## config.mk

```make
export PLATFORM = sky130hd
export DESIGN_NAME = pll_lock_ctrl
export DESIGN_NICKNAME = d
export VERILOG_FILES = /design/src/rtl/pll_lock_ctrl.sv
export SDC_FILE = /design/constraint.sdc
export NUM_CORES = 1
export LEC_CHECK = 0
export BUFFER_PORTS_ARGS = -buffer_cell sky130_fd_sc_hd__buf_2
export CORE_MARGIN = 2
export CORE_UTILIZATION = 50
export DETAILED_ROUTE_END_ITERATION = 12
export HOLD_SLACK_MARGIN = 0.02
export PLACE_DENSITY = 0.75
export RECOVER_POWER = 50
export SETUP_SLACK_MARGIN = 0.02
export SYNTH_ARGS = -nofsm -noshare
export SYNTH_HDL_FRONTEND = slang
export SYNTH_SLANG_ARGS = --single-unit
```

## constraint.sdc

```tcl
create_clock -name clk -period 1.7 [get_ports clk]
set_clock_uncertainty 0.1 [all_clocks]
set_input_delay 0.34 -clock clk [delete_from_list [all_inputs] [get_ports clk]]
set_output_delay 0.34 -clock clk [all_outputs]
set_load 0.05 [all_outputs]
```

## src/rtl/pll_lock_ctrl.sv

```systemverilog
// -----------------------------------------------------------------------------
// pll_lock_ctrl
//
// Reset and lock sequencer for an ECP5 EHXPLLL. It pulses the PLL RST input,
// waits for LOCK with a timeout, and checks that lock stays stable before it
// raises `ready`. `ready` gates the downstream clock-domain resets. Lock loss is
// monitored and the controller recovers automatically. It runs on the PLL
// reference clock, because the PLL outputs cannot be trusted before lock.
//
// Optional feature, macro PLL_PHASE_STEP_EN:
//   defined   - a dynamic-phase step engine drives PHASESEL/PHASEDIR/PHASESTEP
//               through a phase_req/phase_ack handshake (states PH_SET/PH_HI/PH_LO).
//   undefined - the engine is absent. The phase inputs are ignored and the
//               phase outputs are tied low. The port list is the same.
//
// Parameters:
//   RST_CYCLES  - cycles pll_rst is held high per reset pulse (>=1)
//   LOCK_WAIT   - cycles to wait for lock before timing out (>=1)
//   LOCK_STABLE - consecutive synchronized-lock cycles required before ready (>=1)
//   PHASE_PULSE - setup / step-high / step-low width in cycles (>=1)
//
// Ports:
//   clk           in  PLL reference clock (same net as CLKI)
//   rst           in  asynchronous active-high reset
//   pll_lock      in  raw PLL LOCK (asynchronous to clk)
//   restart       in  single-cycle request to re-run the full sequence
//   phase_req     in  phase-step request level, held until phase_ack
//   phase_sel[1:0]in  output select, sampled when the step is accepted
//   phase_dir     in  step direction, sampled when the step is accepted
//   pll_rst       out to PLL RST
//   ready         out PLL locked and stable
//   fail          out sticky lock-timeout indicator
//   relock_count  out saturating count of lock-loss events
//   pll_phasesel  out to PLL PHASESEL1:0
//   pll_phasedir  out to PLL PHASEDIR
//   pll_phasestep out to PLL PHASESTEP
//   phase_ack     out one-cycle pulse when a step completes
// -----------------------------------------------------------------------------
module pll_lock_ctrl #(
    parameter int RST_CYCLES  = 16,
    parameter int LOCK_WAIT   = 65535,
    parameter int LOCK_STABLE = 255,
    parameter int PHASE_PULSE = 4
) (
    input  logic       clk,
    input  logic       rst,
    input  logic       pll_lock,
    input  logic       restart,
    input  logic       phase_req,
    input  logic [1:0] phase_sel,
    input  logic       phase_dir,
    output logic       pll_rst,
    output logic       ready,
    output logic       fail,
    output logic [7:0] relock_count,
    output logic [1:0] pll_phasesel,
    output logic       pll_phasedir,
    output logic       pll_phasestep,
    output logic       phase_ack
);

    function automatic int max2(input int a, input int b);
        return (a > b) ? a : b;
    endfunction

    // One shared counter; its width comes from the largest terminal value.
    localparam int CNT_MAX = max2(max2(RST_CYCLES, LOCK_WAIT), max2(LOCK_STABLE, PHASE_PULSE));
    localparam int CNT_W   = (CNT_MAX < 2) ? 1 : $clog2(CNT_MAX + 1);

    localparam logic [CNT_W-1:0] TC_RST  = CNT_W'(RST_CYCLES - 1);
    localparam logic [CNT_W-1:0] TC_WAIT = CNT_W'(LOCK_WAIT - 1);
    localparam logic [CNT_W-1:0] TC_STAB = CNT_W'(LOCK_STABLE - 1);

`ifdef PLL_PHASE_STEP_EN
    localparam logic [CNT_W-1:0] TC_PH   = CNT_W'(PHASE_PULSE - 1);
    // PH_LO lasts one cycle longer than the other two phases. This puts the
    // phase_ack edge 3*PHASE_PULSE+2 edges after the request is accepted.
    localparam logic [CNT_W-1:0] TC_PHLO = CNT_W'(PHASE_PULSE);

    typedef enum logic [2:0] {
        S_RSTP, S_WAITL, S_STAB, S_RDY, S_PH_SET, S_PH_HI, S_PH_LO
    } state_t;
`else
    typedef enum logic [1:0] {
        S_RSTP, S_WAITL, S_STAB, S_RDY
    } state_t;
`endif

    // ---------------- lock synchronizer ----------------
    logic [1:0] r_lock_sync;
    logic       w_lock_s;

    always_ff @(posedge clk or posedge rst) begin
        if (rst) begin
            r_lock_sync <= 2'b00;
        end else begin
            r_lock_sync <= {r_lock_sync[0], pll_lock};
        end
    end

    assign w_lock_s = r_lock_sync[1];

    // ---------------- state and registered outputs ----------------
    state_t           r_state,  w_state_next;
    logic [CNT_W-1:0] r_cnt,    w_cnt_next;
    logic             r_pll_rst, w_pll_rst_next;
    logic             r_ready,  w_ready_next;
    logic             r_fail,   w_fail_next;
    logic [7:0]       r_relock, w_relock_next;
    logic [7:0]       w_relock_sat;

    assign w_relock_sat = (r_relock == 8'hFF) ? 8'hFF : r_relock + 8'd1;

`ifdef PLL_PHASE_STEP_EN
    logic [1:0] r_phasesel,  w_phasesel_next;
    logic       r_phasedir,  w_phasedir_next;
    logic       r_phasestep, w_phasestep_next;
    logic       r_phase_ack, w_phase_ack_next;
`else
    logic w_unused_phase;
    assign w_unused_phase = ^{phase_req, phase_sel, phase_dir};
`endif

    always_ff @(posedge clk or posedge rst) begin
        if (rst) begin
            r_state   <= S_RSTP;
            r_cnt     <= '0;
            r_pll_rst <= 1'b1;
            r_ready   <= 1'b0;
            r_fail    <= 1'b0;
            r_relock  <= 8'd0;
        end else begin
            r_state   <= w_state_next;
            r_cnt     <= w_cnt_next;
            r_pll_rst <= w_pll_rst_next;
            r_ready   <= w_ready_next;
            r_fail    <= w_fail_next;
            r_relock  <= w_relock_next;
        end
    end

`ifdef PLL_PHASE_STEP_EN
    always_ff @(posedge clk or posedge rst) begin
        if (rst) begin
            r_phasesel  <= 2'b00;
            r_phasedir  <= 1'b0;
            r_phasestep <= 1'b0;
            r_phase_ack <= 1'b0;
        end else begin
            r_phasesel  <= w_phasesel_next;
            r_phasedir  <= w_phasedir_next;
            r_phasestep <= w_phasestep_next;
            r_phase_ack <= w_phase_ack_next;
        end
    end
`endif

    // ---------------- next-state logic ----------------
    // Each cycle the priority is: restart, then lock loss, then timeout, then phase_req.
    always_comb begin
        w_state_next  = r_state;
        w_cnt_next    = r_cnt + 1'b1;
        w_fail_next   = r_fail;
        w_relock_next = r_relock;
`ifdef PLL_PHASE_STEP_EN
        w_phasesel_next  = r_phasesel;
        w_phasedir_next  = r_phasedir;
        w_phasestep_next = 1'b0;
        w_phase_ack_next = 1'b0;
`endif

        if (restart) begin
            w_state_next = S_RSTP;
            w_cnt_next   = '0;
            w_fail_next  = 1'b0;
        end else begin
            case (r_state)
                S_RSTP: begin
                    if (r_cnt == TC_RST) begin
                        w_state_next = S_WAITL;
                        w_cnt_next   = '0;
                    end
                end
                S_WAITL: begin
                    if (w_lock_s) begin
                        w_state_next = S_STAB;
                        w_cnt_next   = '0;
                    end else if (r_cnt == TC_WAIT) begin
                        w_fail_next  = 1'b1;
                        w_state_next = S_RSTP;
                        w_cnt_next   = '0;
                    end
                end
                S_STAB: begin
                    // A glitch returns to WAITL, so both the timeout and the
                    // stability count start again from zero.
                    if (!w_lock_s) begin
                        w_state_next = S_WAITL;
                        w_cnt_next   = '0;
                    end else if (r_cnt == TC_STAB) begin
                        w_state_next = S_RDY;
                        w_cnt_next   = '0;
                    end
                end
                S_RDY: begin
                    w_cnt_next = '0;
                    if (!w_lock_s) begin
                        w_relock_next = w_relock_sat;
                        w_state_next  = S_RSTP;
`ifdef PLL_PHASE_STEP_EN
                    end else if (phase_req) begin
                        w_state_next    = S_PH_SET;
                        w_phasesel_next = phase_sel;
                        w_phasedir_next = phase_dir;
`endif
                    end
                end
`ifdef PLL_PHASE_STEP_EN
                // Lock loss in any phase state aborts the step. phasestep drops
                // because its default is 0, and no ack is sent.
                S_PH_SET: begin
                    if (!w_lock_s) begin
                        w_relock_next = w_relock_sat;
                        w_state_next  = S_RSTP;
                        w_cnt_next    = '0;
                    end else if (r_cnt == TC_PH) begin
                        w_state_next     = S_PH_HI;
                        w_cnt_next       = '0;
                        w_phasestep_next = 1'b1;
                    end
                end
                S_PH_HI: begin
                    if (!w_lock_s) begin
                        w_relock_next = w_relock_sat;
                        w_state_next  = S_RSTP;
                        w_cnt_next    = '0;
                    end else if (r_cnt == TC_PH) begin
                        w_state_next = S_PH_LO;
                        w_cnt_next   = '0;
                    end else begin
                        w_phasestep_next = 1'b1;
                    end
                end
                S_PH_LO: begin
                    if (!w_lock_s) begin
                        w_relock_next = w_relock_sat;
                        w_state_next  = S_RSTP;
                        w_cnt_next    = '0;
                    end else if (r_cnt == TC_PHLO) begin
                        w_state_next     = S_RDY;
                        w_cnt_next       = '0;
                        w_phase_ack_next = 1'b1;
                    end
                end
`endif
                default: begin
                    w_state_next = S_RSTP;
                    w_cnt_next   = '0;
                end
            endcase
        end

        // The outputs are registered from the next state, so they change on
        // the same edge as the state.
        w_pll_rst_next = (w_state_next == S_RSTP);
        w_ready_next   = (w_state_next != S_RSTP) && (w_state_next != S_WAITL) &&
                         (w_state_next != S_STAB);
    end

    assign pll_rst      = r_pll_rst;
    assign ready        = r_ready;
    assign fail         = r_fail;
    assign relock_count = r_relock;

`ifdef PLL_PHASE_STEP_EN
    assign pll_phasesel  = r_phasesel;
    assign pll_phasedir  = r_phasedir;
    assign pll_phasestep = r_phasestep;
    assign phase_ack     = r_phase_ack;
`else
    assign pll_phasesel  = 2'b00;
    assign pll_phasedir  = 1'b0;
    assign pll_phasestep = 1'b0;
    assign phase_ack     = 1'b0;
`endif

endmodule

```

Yosys cells after proc, flatten, opt, wreduce, memory -nomap -nowiden
Index checks and enable logic that the tools add are counted.
{"block": "totals", "ff_bits": 31, "output_inout_bits": 16, "wordCells": 50}
{"block": "classes", "addsub": 2, "n_eq_ne": 10, "muxes": 20, "bitwise": 2, "reduce_logical": 9}
{"operator": "16-bit 2-to-1 mux", "count": 6}
{"operator": "16-bit one-hot mux with 4 select lines", "count": 1}
{"operator": "16-bit by 1-bit adder with 16-bit output, second input constant", "count": 1}
{"operator": "16-bit == test, second input constant", "count": 1}
{"operator": "16-bit by 4-bit == test with 1-bit output, second input constant", "count": 1}
{"operator": "16-bit by 8-bit == test with 1-bit output, second input constant", "count": 1}
{"operator": "2-bit 2-to-1 mux", "count": 7}
{"operator": "8-bit by 1-bit adder with 8-bit output, second input constant", "count": 1}
{"operator": "8-bit == test, second input constant", "count": 1}
{"operator": "8-bit 2-to-1 mux", "count": 1}
{"operator": "2-bit one-hot mux with 4 select lines", "count": 1}
{"operator": "3-bit AND reduction", "count": 2}
{"operator": "2-bit nonzero test", "count": 3}
{"operator": "2-bit == test, second input constant", "count": 2}
{"operator": "2-bit logical NOT", "count": 2}
{"operator": "1-bit 2-to-1 mux", "count": 4}
{"operator": "2-bit != test, second input constant", "count": 2}
{"operator": "2-bit by 1-bit == test with 1-bit output, second input constant", "count": 1}
{"operator": "1-bit logical AND", "count": 2}
{"operator": "2-bit by 1-bit != test with 1-bit output, second input constant", "count": 1}
{"operator": "1-bit inverter", "count": 2}

Longest topological paths before layout
{"block": "depth", "depth_word": 8, "mapped_depth": 8}

Worst setup path after synthesis
No wires, ideal clock.
{"block": "synth_path", "kind": "register to register", "startpoint": "reg r_cnt[0]", "endpoint": "reg r_cnt[10]", "arrival_time_ns": 1.639, "path_slack_ns": -0.157, "path_stages_with_launch": 9, "path_cell_list": "dfrtp_1 -> inv_1 -> ha_1 -> nand3_1 -> nor4_2 -> nor2b_1 -> a221oi_4 -> buf_6 -> nor2_1"}
{"block": "synth_between", "elab_chain_len": 5, "elab_cells_between_ends": 11, "classes_between": "add/sub: 1; eq/ne: 3; mux: 7"}
{"element": "from (decl)", "line": "105", "text": "logic [CNT_W-1:0] r_cnt, w_cnt_next;"}
{"element": "from (signal assigned)", "line": "134", "text": "r_cnt <= w_cnt_next;"}
{"element": "16-bit by 1-bit adder with 16-bit output (tied with other cells)", "line": "162", "text": "w_cnt_next = r_cnt + 1'b1;"}
{"element": "16-bit 2-to-1 mux (on tied branches)", "line": "200, 188"}
{"element": "16-bit 2-to-1 mux (on tied branches)", "line": "197, 185"}
{"element": "16-bit one-hot mux with 4 select lines (*)", "line": "177", "text": "case (r_state)"}
{"element": "16-bit 2-to-1 mux (*)", "line": "172", "text": "if (restart) begin"}
{"element": "named net w_cnt_next[10]", "line": "105"}
The timed path passes the listed nets; every way through them passes the cells marked *.
A chain may end at the register's enable or synchronous reset.

Final worst setup path
{"block": "layout_path", "startpoint": "reg r_cnt[15]", "endpoint": "reg r_cnt[2]"}
{"block": "layout_between", "elab_chain_len": 5, "elab_cells_between_ends": 10, "classes_between": "eq/ne: 3; mux: 7"}
{"element": "16-bit by 8-bit == test with 1-bit output / 16-bit == test (equally long branches)", "line": "200, 188"}
{"element": "16-bit 2-to-1 mux (on tied branches)", "line": "200, 188"}
{"element": "16-bit 2-to-1 mux (on tied branches)", "line": "197, 185"}
{"element": "16-bit one-hot mux with 4 select lines (*)", "line": "177"}
{"element": "16-bit 2-to-1 mux (*)", "line": "172"}
{"element": "named net w_cnt_next[2]", "line": "105"}
Marked as above.

==> reports/qor.txt <==
DETAILED ROUTING
--------------------------------------------------------------------------------------
Total number of vias                                                              1269
Drc violations                                                                       0
Routed wire length per instance                                                14.4 um
Vias/cell                                                                         5.35
Number of detailed-routing iterations run before antenna repair                      4
Total routed wirelength                                                        3.41 mm
DRC marker count from the first detailed-route iteration                            32
Antenna-violating nets left                                                          0

STA
--------------------------------------------------------------------------------------
Smallest hold slack                                                           0.243 ns
Headroom to the max-slew limit                                                   0.500
Final sum of negative setup slack                                             -2.31 ns
Final hold vios                                                                      0
Final Slew Violations                                                                0
Highest achievable clock rate                                                0.541 GHz
Tcrit/Tclk final                                                                  1.09
PnR worst setup slack                                                        -0.150 ns
Final critical-path required period                                            1.85 ns
Setup Viol. Count Final                                                             19
RSZ-0062 raised after global routing                                               yes
Tightest Pin Transition                                                       0.750 ns

DIE
--------------------------------------------------------------------------------------
I/O pin count                                                                       24
Initial Utilization                                                              0.515
Die area                                                                      3520 um2
Std-Cell Core Area                                                            2980 um2
Die Span X                                                                     59.4 um
Height of the die                                                              59.4 um
Site Rows                                                                           20

SYNTHESIS
--------------------------------------------------------------------------------------
Share of flip-flops with an asynchronous set or reset                             1.00
Share of synthesized area occupied by flip-flops and latches                     0.507
Number of enable-type register cells in the synthesized netlist                      0
Post-synthesis average cell area                                              10.1 um2
Yosys reg bits                                                                      31
Most used flip-flop cell after synthesis                                  sky130_fd_sc_hd__dfrtp_1
Library cells used by synthesis                                                     33
Netlist area before placement                                                 1530 um2
Gate count of the mapped netlist                                                   152
Synth warnings                                                                       0

SETUP PATH
--------------------------------------------------------------------------------------
R2r startpoint                                                               r_cnt[15]
Largest driver fanout on the critical path                                           8
Startpoint of the worst setup timing path                                    r_cnt[15]
CP cell instances                                                         nand4_1 -> nor4_4 -> nor2b_2 -> a221oi_4 -> buf_6 -> nor2_2
Kind of start point of the critical path                                          flop
CP Buf/Inv Count                                                                     1
Worst endpoint data arrival time                                               1.98 ns
Kind of end point of the critical path                                            flop
R2r setup slk                                                                 -0.15 ns
Required arrival time at the worst endpoint                                    1.83 ns
Max incr delay on CP                                                           0.43 ns
Top delay family on crit path                                             simple AND/OR/NAND/NOR gates
Critical path type                                                        flop to flop
Library cell contributing the largest single delay on the critical path   sky130_fd_sc_hd__dfrtp_1

CLOCK NETWORK
--------------------------------------------------------------------------------------
Clock-pin slew on the worst setup and hold paths                               0.10 ns
Maximum number of buffers from clock root to sink                                    2
Clock tree from TritonCTS                                                          yes
Clock Sink Count                                                                    31
Master cell of the clock root buffer                                      sky130_fd_sc_hd__clkbuf_4
CTS H-tree lvls                                                                      2
Clock latency of the later-clocked register in the worst-skew pair             0.33 ns
Clock buffer count from CTS                                                          5

PLACEMENT
--------------------------------------------------------------------------------------
Cell count after placement                                                         224
Detail Placement HPWL                                                          2.29 mm
Count of buffers from port buffering                                                14
Final weighted congestion in routability-driven placement                        0.805
Placed inst area                                                              1850 um2
Worst slack after detailed placement                                         -0.181 ns

LAYOUT
--------------------------------------------------------------------------------------
Number of standard cells in the final layout excluding fillers                     237
Share of final-layout standard cells stronger than drive strength 1              0.368
Area grow syn2layout                                                             32.0%
Antenna fix cells                                                                    0
Filler cell count in the final layout                                              218
Final core utilization                                                           0.679
Design area                                                                   2020 um2
Net count reported at finish                                                       214

GLOBAL ROUTING
--------------------------------------------------------------------------------------
Global-route usage over all layers                                               0.208
Largest net degree at the start of global routing                                   32
Remaining global-route overflow                                                      0
Vias in the first global route                                                    1212
Antenna violations before repair                                                     0
Wire length of the first global-routing pass                                   5.44 mm

RUN
--------------------------------------------------------------------------------------
Max-cap check violation count                                                        0

STATUS
--------------------------------------------------------------------------------------
Outcome                                                                   complete, but fails checks
Violations in the final reports                                           setup timing

POWER
--------------------------------------------------------------------------------------
Overall power after layout                                                     1.31 mW
Power per standard cell area                                                645 nW/um2
Static leakage                                                                 1.03 nW
Peak supply drop                                                              0.471 mV

WORST HOLD PATH
--------------------------------------------------------------------------------------
Hold/Removal Path Class                                                   primary input to flop
Hold Path Origin                                                               restart

-- synth_stat cells, drive strengths merged, types with 3 or more instances --
| cell | number | share of area |
|---|---|---|
| xor2 | 8 | 0.046 |
| dfrtp | 30 | 0.49 |
| and3 | 13 | 0.053 |
| nand4 | 5 | 0.020 |
| xnor2 | 8 | 0.046 |
| nor2b | 3 | 0.012 |
| nor4 | 4 | 0.020 |
| inv | 4 | 0.0098 |
| ha | 3 | 0.024 |
| nand3 | 9 | 0.029 |
| buf | 6 | 0.032 |
| o21ai | 3 | 0.0098 |
| nor3 | 3 | 0.0098 |
| nor2 | 22 | 0.054 |
| a21oi | 7 | 0.023 |
| nand2 | 9 | 0.022 |
-- sequential cells by signal (all words and copies together), names as in the netlist --
register / count
r_cnt: 16
relock_count: 8
r_lock_sync: 2
r_state: 2
fail: 1
pll_rst: 1
ready: 1
-- layout by cell type (no fill, tap or decap), types with 2 or more instances in the layout --
| cell type | netlist | final |
|---|---|---|
| sky130_fd_sc_hd__buf_2 | 0 | 14 |
| sky130_fd_sc_hd__and3_1 | 13 | 10 |
| sky130_fd_sc_hd__dfrtp_1 | 30 | 27 |
| sky130_fd_sc_hd__nand3_1 | 9 | 8 |
| sky130_fd_sc_hd__dfrtp_2 | 0 | 3 |
| sky130_fd_sc_hd__o21ai_0 | 3 | 2 |
| sky130_fd_sc_hd__dlygate4sd3_1 | 0 | 2 |
| sky130_fd_sc_hd__nor2_1 | 22 | 17 |
| sky130_fd_sc_hd__clkbuf_4 | 0 | 5 |
| sky130_fd_sc_hd__nor2_2 | 0 | 4 |
| sky130_fd_sc_hd__conb_1 | 1 | 5 |
| sky130_fd_sc_hd__xor2_1 | 8 | 8 |
| sky130_fd_sc_hd__nand4_1 | 5 | 5 |
| sky130_fd_sc_hd__a21oi_1 | 7 | 7 |
| sky130_fd_sc_hd__xnor2_1 | 8 | 8 |
| sky130_fd_sc_hd__nor2b_4 | 0 | 2 |
| sky130_fd_sc_hd__buf_4 | 5 | 28 |
| sky130_fd_sc_hd__and3_4 | 0 | 3 |
| sky130_fd_sc_hd__nor4_4 | 0 | 2 |
| sky130_fd_sc_hd__ha_1 | 3 | 2 |
| sky130_fd_sc_hd__nor3_1 | 3 | 3 |
| sky130_fd_sc_hd__buf_6 | 1 | 2 |
| sky130_fd_sc_hd__nand2_1 | 9 | 9 |
| sky130_fd_sc_hd__inv_1 | 4 | 4 |
-- cells by family after synthesis --
kind of cell | synth area share
other | 0.00245
buffers and inverters | 0.0441
muxes | 0.00653
and+or+nand+nor | 0.259
AOI/OAI and AO/OA | 0.0653
xor gates and xnor gates | 0.0914
DFF | 0.507
adders and majority gates | 0.0245
-- where the power goes --
part           internal [mW]  leakage [nW]  switching (mW)
Clock                  0.200        0.0353           0.253
Combinational         0.0336         0.578          0.0644
Sequential             0.745         0.413         0.00889
-- worst paths after layout --
check,endpoint,cells past startpoint
min in group asynchronous,r_cnt[1],4
max in group asynchronous,r_lock_sync[1],4
min reg2reg,r_lock_sync[1],0
max,r_cnt[2],6
max reg2reg,r_cnt[2],6
min,fail,3
-- routing by layer --
| metal | global-route usage | up-vias | part of all wire |
|---|---|---|---|
| li1 | - | 619 | - |
| met1 | 0.259 | 612 | 0.43 |
| met2 | 0.356 | 36 | 0.53 |
| met3 | 0.0611 | 2 | 0.039 |
| met4 | 0.0455 | 0 | 0.0047 |
| met5 | 0 | - | 0 |
-- final cells by class --
cell class	count	area [um2]	area share
clock buffer	7	55.1	0.0272
clock inverter	1	5.00	0.00247
inverter	4	15.0	0.00742
multi-input combinational	114	798	0.395
sequential	31	781	0.386
tap	33	41.3	0.0204
timing repair buffer	47	328	0.162
-- timing repair --
action	4_1_cts	5_1_grt
hold buffers	2	0
resized for setup	5	15
endpoints found under the setup margin	18	27
endpoints found under the hold margin	31	0
setup buffers	5	2
pin swaps	3	9
-- worst register-to-register path: stages, from the launching register on --
cell and delay [ns]:
sky130_fd_sc_hd__dfrtp_1 0.43, sky130_fd_sc_hd__nand4_1 0.20, sky130_fd_sc_hd__nor4_4 0.37, sky130_fd_sc_hd__nor2b_2 0.10, sky130_fd_sc_hd__a221oi_4 0.31, sky130_fd_sc_hd__buf_6 0.19, sky130_fd_sc_hd__nor2_2 0.06
Power figures use the tool's default switching activity.
